--- src/rtl/alu4_acc_ctrl.sv ---
// Accumulator controller for the alu4 slice: a command FIFO feeding an IDLE/EXEC/DONE sequencer.
// Optional sticky-overflow output enabled by defining ALU4_ACC_STICKY_V_EN.
`timescale 1ns/1ps
module alu4_acc_ctrl #(
    parameter int WIDTH = 4,
    parameter int DEPTH = 4
) (
    input  logic             clk,
    input  logic             reset,
    input  logic             cmd_valid,
    output logic             cmd_ready,
    input  logic             cmd_load,
    input  logic [2:0]       cmd_op,
    input  logic [WIDTH-1:0] cmd_data,
    output logic [WIDTH-1:0] alu_a,
    output logic [WIDTH-1:0] alu_b,
    output logic [2:0]       alu_op,
    input  logic [WIDTH-1:0] alu_result,
    input  logic             alu_c,
    input  logic             alu_n,
    input  logic             alu_z,
    input  logic             alu_v,
    output logic [WIDTH-1:0] acc,
    output logic [3:0]       flags,
    output logic             done,
`ifdef ALU4_ACC_STICKY_V_EN
    output logic             v_sticky,
`endif
    output logic             busy
);

    localparam int PTR_W   = (DEPTH > 1) ? $clog2(DEPTH) : 1;
    localparam int CNT_W   = $clog2(DEPTH + 1);
    localparam int ENTRY_W = 1 + 3 + WIDTH;

    typedef enum logic [1:0] {IDLE, EXEC, DONE} state_t;

    state_t             state;
    logic [ENTRY_W-1:0] fifo_mem [DEPTH];
    logic [ENTRY_W-1:0] head;
    logic [PTR_W-1:0]   wr_ptr;
    logic [PTR_W-1:0]   rd_ptr;
    logic [CNT_W-1:0]   count;
    logic               fifo_nempty;
    logic               push;
    logic               pop;
    logic               load_p0;

    function automatic logic [3:0] load_flags(input logic [WIDTH-1:0] d);
        return {1'b0, d[WIDTH-1], (d == '0), 1'b0};
    endfunction

    assign fifo_nempty = (count != '0);
    assign cmd_ready   = (count != CNT_W'(DEPTH));
    assign push        = cmd_valid && cmd_ready;
    assign pop         = ((state == IDLE) || (state == DONE)) && fifo_nempty;
    assign head        = fifo_mem[rd_ptr];
    assign alu_a       = acc;
    assign busy        = (state != IDLE) || fifo_nempty;

    always_ff @(posedge clk) begin
        if (push) begin
            fifo_mem[wr_ptr] <= {cmd_load, cmd_op, cmd_data};
        end
    end

    always_ff @(posedge clk or posedge reset) begin
        if (reset) begin
            wr_ptr <= '0;
            rd_ptr <= '0;
            count  <= '0;
        end else begin
            if (push) wr_ptr <= wr_ptr + 1'b1;
            if (pop)  rd_ptr <= rd_ptr + 1'b1;
            case ({push, pop})
                2'b10:   count <= count + 1'b1;
                2'b01:   count <= count - 1'b1;
                default: count <= count;
            endcase
        end
    end

    // alu_b/alu_op are the registered command; they hold outside EXEC so the ALU sees stable inputs
    always_ff @(posedge clk or posedge reset) begin
        if (reset) begin
            state    <= IDLE;
            load_p0  <= 1'b0;
            alu_b    <= '0;
            alu_op   <= 3'b000;
            acc      <= '0;
            flags    <= 4'b0000;
            done     <= 1'b0;
`ifdef ALU4_ACC_STICKY_V_EN
            v_sticky <= 1'b0;
`endif
        end else begin
            done <= 1'b0;
            case (state)
                IDLE: begin
                    if (fifo_nempty) begin
                        {load_p0, alu_op, alu_b} <= head;
                        state <= EXEC;
                    end
                end
                EXEC: begin
                    if (load_p0) begin
                        acc   <= alu_b;
                        flags <= load_flags(alu_b);
`ifdef ALU4_ACC_STICKY_V_EN
                        v_sticky <= 1'b0;
`endif
                    end else begin
                        acc   <= alu_result;
                        flags <= {alu_c, alu_n, alu_z, alu_v};
`ifdef ALU4_ACC_STICKY_V_EN
                        if (alu_v) v_sticky <= 1'b1;
`endif
                    end
                    done  <= 1'b1;
                    state <= DONE;
                end
                DONE: begin
                    if (fifo_nempty) begin
                        {load_p0, alu_op, alu_b} <= head;
                        state <= EXEC;
                    end else begin
                        state <= IDLE;
                    end
                end
                default: state <= IDLE;
            endcase
        end
    end

endmodule

--- config.mk ---
export PLATFORM = sky130hd
export DESIGN_NAME = alu4_acc_ctrl
export DESIGN_NICKNAME = d
export VERILOG_FILES = /design/src/rtl/alu4_acc_ctrl.sv
export SDC_FILE = /design/constraint.sdc
export NUM_CORES = 1
export LEC_CHECK = 0
export ABC_CLOCK_PERIOD_IN_PS = 2200
export CORE_MARGIN = 5
export CORE_UTILIZATION = 52
export CTS_BUF_LIST = sky130_fd_sc_hd__clkbuf_4 sky130_fd_sc_hd__clkbuf_8 sky130_fd_sc_hd__clkbuf_16
export DETAILED_ROUTE_END_ITERATION = 6
export PLACE_DENSITY = 0.9
export SYNTH_ARGS = -nofsm -noshare
export SYNTH_HDL_FRONTEND = slang
export SYNTH_SLANG_ARGS = --single-unit
export TNS_END_PERCENT = 5
--- constraint.sdc ---
create_clock -name clk -period 2.2 [get_ports clk]
set_input_delay 0.44 -clock clk [delete_from_list [all_inputs] [get_ports clk]]
set_output_delay 0.44 -clock clk [all_outputs]
set_load 0.05 [all_outputs]
==> qor.txt <==
Max-slew violations -> 0
Post-route DRC violation count -> 0
Initial Util -> 54.1%
Routed WL per cell -> 16.6 um
Rel. slew slack -> 63.5%
Area grow syn2layout -> 27.4%
Final Util -> 68.9%
DR vias -> 1269
Distinct cells, synth -> 27
Post-CTS Setup Bufs -> 0
Post-synthesis sequential area ratio -> 67.9%
Worst-Skew Late Latency -> 0.32 ns
Peak supply drop -> 0.906 mV
Mapped cell area -> 2370 um2
Largest net degree at the start of global routing -> 27
I/O Pins -> 41
GRT Util Overall -> 14.6%
Drt via density -> 5.16
Ys Warns -> 0
Post_cts resized -> 0
CP endpoint kind -> flop
Fin crit period -> 2.12 ns
Worst-Margin Slew -> 0.547 ns
DRT Wirelength -> 4080 um
CP arrival -> 2.33 ns
Leakage -> 1.21 nW
Vias in the first global route -> 1352
Die Ht -> 77.5 um
Share of cells above drive strength 1 -> 23.7%
# port buffers -> 40
CTS Sinks -> 58
Clk_skew -> 0.00603 ns
Antenna viol nets, final -> 0
Die area -> 6010 um2
WS Path Type -> reg2reg
RSZ-0062 raised after global routing -> no
First-pass DRT Iterations -> 4
Pwr per Cell Area -> 1640 nW/um2
Peak Freq -> 471 MHz
Mapped Nets -> 167
# diodes -> 0
Die Width -> 77.5 um
Row cnt -> 24
Gpl congestion -> 0.739
Hold/Removal Path Class -> in2async
CTS tree -> built
Synth Area per Inst -> 16.7 um2
First-pass GRT wire length -> 6640 um
Clk pin slew, worst setup/hold paths -> 0.06 ns
Maximum buffer depth of the clock tree -> 2
# fillers -> 296
Fin Setup TNS -> 0 ns
WP data required -> 2.40 ns
H-tree Lvls -> 3
Hpwl dp -> 2940 um
Antenna violations before repair -> 0
Outcome -> finished clean
CTS Root Cell -> clkbuf_8
Core footprint -> 4380 um2
Num CTS Buffers -> 9
Final-stage net count -> 214
Crit start category -> flop
#FFs+latches synth -> 58
Number of max-cap violations -> 0
Hold Fails Final Rpt -> 0
Max FO, Critical Path -> 6
Final setup violation count -> 0
Hold buffer count at CTS -> 0
Initial DRC count -> 94
Final period utilization -> 96.5%
Grt ovf -> 0
Synth Instances -> 142
-- state kept, by name, indices dropped and copies added, names as in the netlist --
register / count
done: 1
count: 3
state: 2
fifo_mem: 32
alu_b: 4
load_p0: 1
wr_ptr: 2
flags: 4
acc: 4
alu_op: 3
rd_ptr: 2
-- stage by stage --
stage | hold slack [ns] | std cells | setup WS (ns) | cell area, um2 | total power, mW
floorplan | 0.456 | 142 | 0.0545 | 2370 | 3.40
global placement | 0.462 | 230 | 0.0409 | 2810 | 3.90
detailed placement | 0.483 | 230 | -0.0830 | 2810 | 4.03
CTS | 0.475 | 246 | 0.0751 | 3020 | 5.02
global route | 0.502 | 246 | 0.00459 | 3020 | 5.24
finish | 0.474 | 246 | 0.0768 | 3020 | 4.96
-- per-layer routing --
metal	part of all wire, %	track usage, %	up-vias
met5	0	0	-
met4	1.6	7.73	0
met3	6.8	5.32	8
met2	50	23.5	43
met1	41	17.2	612
li1	-	-	606
-- worst max-delay path, cell delays in order (launching register included) --
cell,delay (ns)
dfrtp_2,0.44
or3b_4,0.44
and2_4,0.18
inv_1,0.05
ha_1,0.21
fa_1,0.42
mux2_2,0.26
-- power by group --
group          switching [mW]  total [mW]  internal, mW  leakage (nW)
Combinational            1.20        2.12         0.924         0.498
Sequential              0.317        1.85          1.54         0.605
Clock                   0.377       0.983         0.606         0.110
Total                    1.89        4.96          3.07          1.21
-- final timing paths --
kind	to	slack, ns	cells after the start	start
max reg2reg	count[1]$_DFFE_PP0P_	0.08	6	count[0]$_DFFE_PP0P_
min reg2reg	flags[1]$_DFFE_PP0P_	0.50	2	flags[1]$_DFFE_PP0P_
max in group asynchronous	count[0]$_DFFE_PP0P_	1.46	3	reset
min in group clk	flags[1]$_DFFE_PP0P_	0.50	2	flags[1]$_DFFE_PP0P_
min	flags[3]$_DFFE_PP0P_	0.47	3	reset
max	count[1]$_DFFE_PP0P_	0.08	6	count[0]$_DFFE_PP0P_
-- kinds of logic (layout without fill, tap and decap cells) --
logic type	Yosys count	count (layout)	share of synthesized area [%]
AO/OA/AOI/OAI	8	8	1.69
XOR/XNOR	6	6	2.22
adder cells (fa/ha/maj)	6	6	3.48
buffers and inverters	15	67	3.32
flip-flops	58	58	67.9
multiplexers	24	24	15.5
AND/OR/NAND/NOR	25	25	5.85
-- cell usage in the layout (no fill, tap or decap), drive strengths merged --
cell	synthesis	routed
xor2	3	3
fa	1	1
o21ai	8	8
nand2b	3	3
mux2i	6	6
mux2	10	10
ha	5	5
nand2	9	9
nor2	4	4
clkbuf	3	13
xnor2	3	3
edfxtp	32	32
clkinv	0	2
dfrtp	26	26
clkdlybuf4s50	0	38
inv	6	6
bufinv	0	1
mux4	8	8
nor3b	1	1
buf	6	7
and3	4	4
or3b	1	1
and2	1	1
nor4	1	1
nor3	1	1
-- Yosys cell counts --
| cell | n | area, um2 |
|---|---|---|
| edfxtp_1 | 32 | 961 |
| dfrtp_1 | 26 | 651 |
| mux2_2 | 9 | 101 |
| nand2_1 | 9 | 33.8 |
| o21ai_0 | 8 | 40.0 |
| inv_1 | 6 | 22.5 |
| mux2i_1 | 6 | 60.1 |
| ha_1 | 5 | 62.6 |
| mux4_2 | 5 | 113 |
| and3_2 | 4 | 30.0 |
| buf_4 | 4 | 30.0 |
| clkbuf_1 | 3 | 11.3 |
| mux4_1 | 3 | 78.8 |
| nand2b_1 | 3 | 18.8 |
| nor2_1 | 3 | 11.3 |
| xnor2_1 | 3 | 26.3 |
| xor2_1 | 3 | 26.3 |
| and2_4 | 1 | 8.76 |
| buf_1 | 1 | 3.75 |
| buf_6 | 1 | 11.3 |
| fa_1 | 1 | 20.0 |
| mux2_4 | 1 | 15.0 |
| nor2_2 | 1 | 6.26 |
| nor3_1 | 1 | 5.00 |
| nor3b_1 | 1 | 7.51 |
| nor4_1 | 1 | 6.26 |
| or3b_4 | 1 | 11.3 |
-- layout make-up --
type                            instances  area, um2  area share [%]
Tap cell                               52       65.1            2.15
Inverter                                6       22.5           0.745
Clock inverter                          3       40.0            1.33
Sequential cell                        58       1610            53.4
Clock buffer                           13        166            5.51
Timing Repair Buffer                   45        433            14.3
Multi-Input combinational cell         69        682            22.6
(Power assumes the default switching activity.)
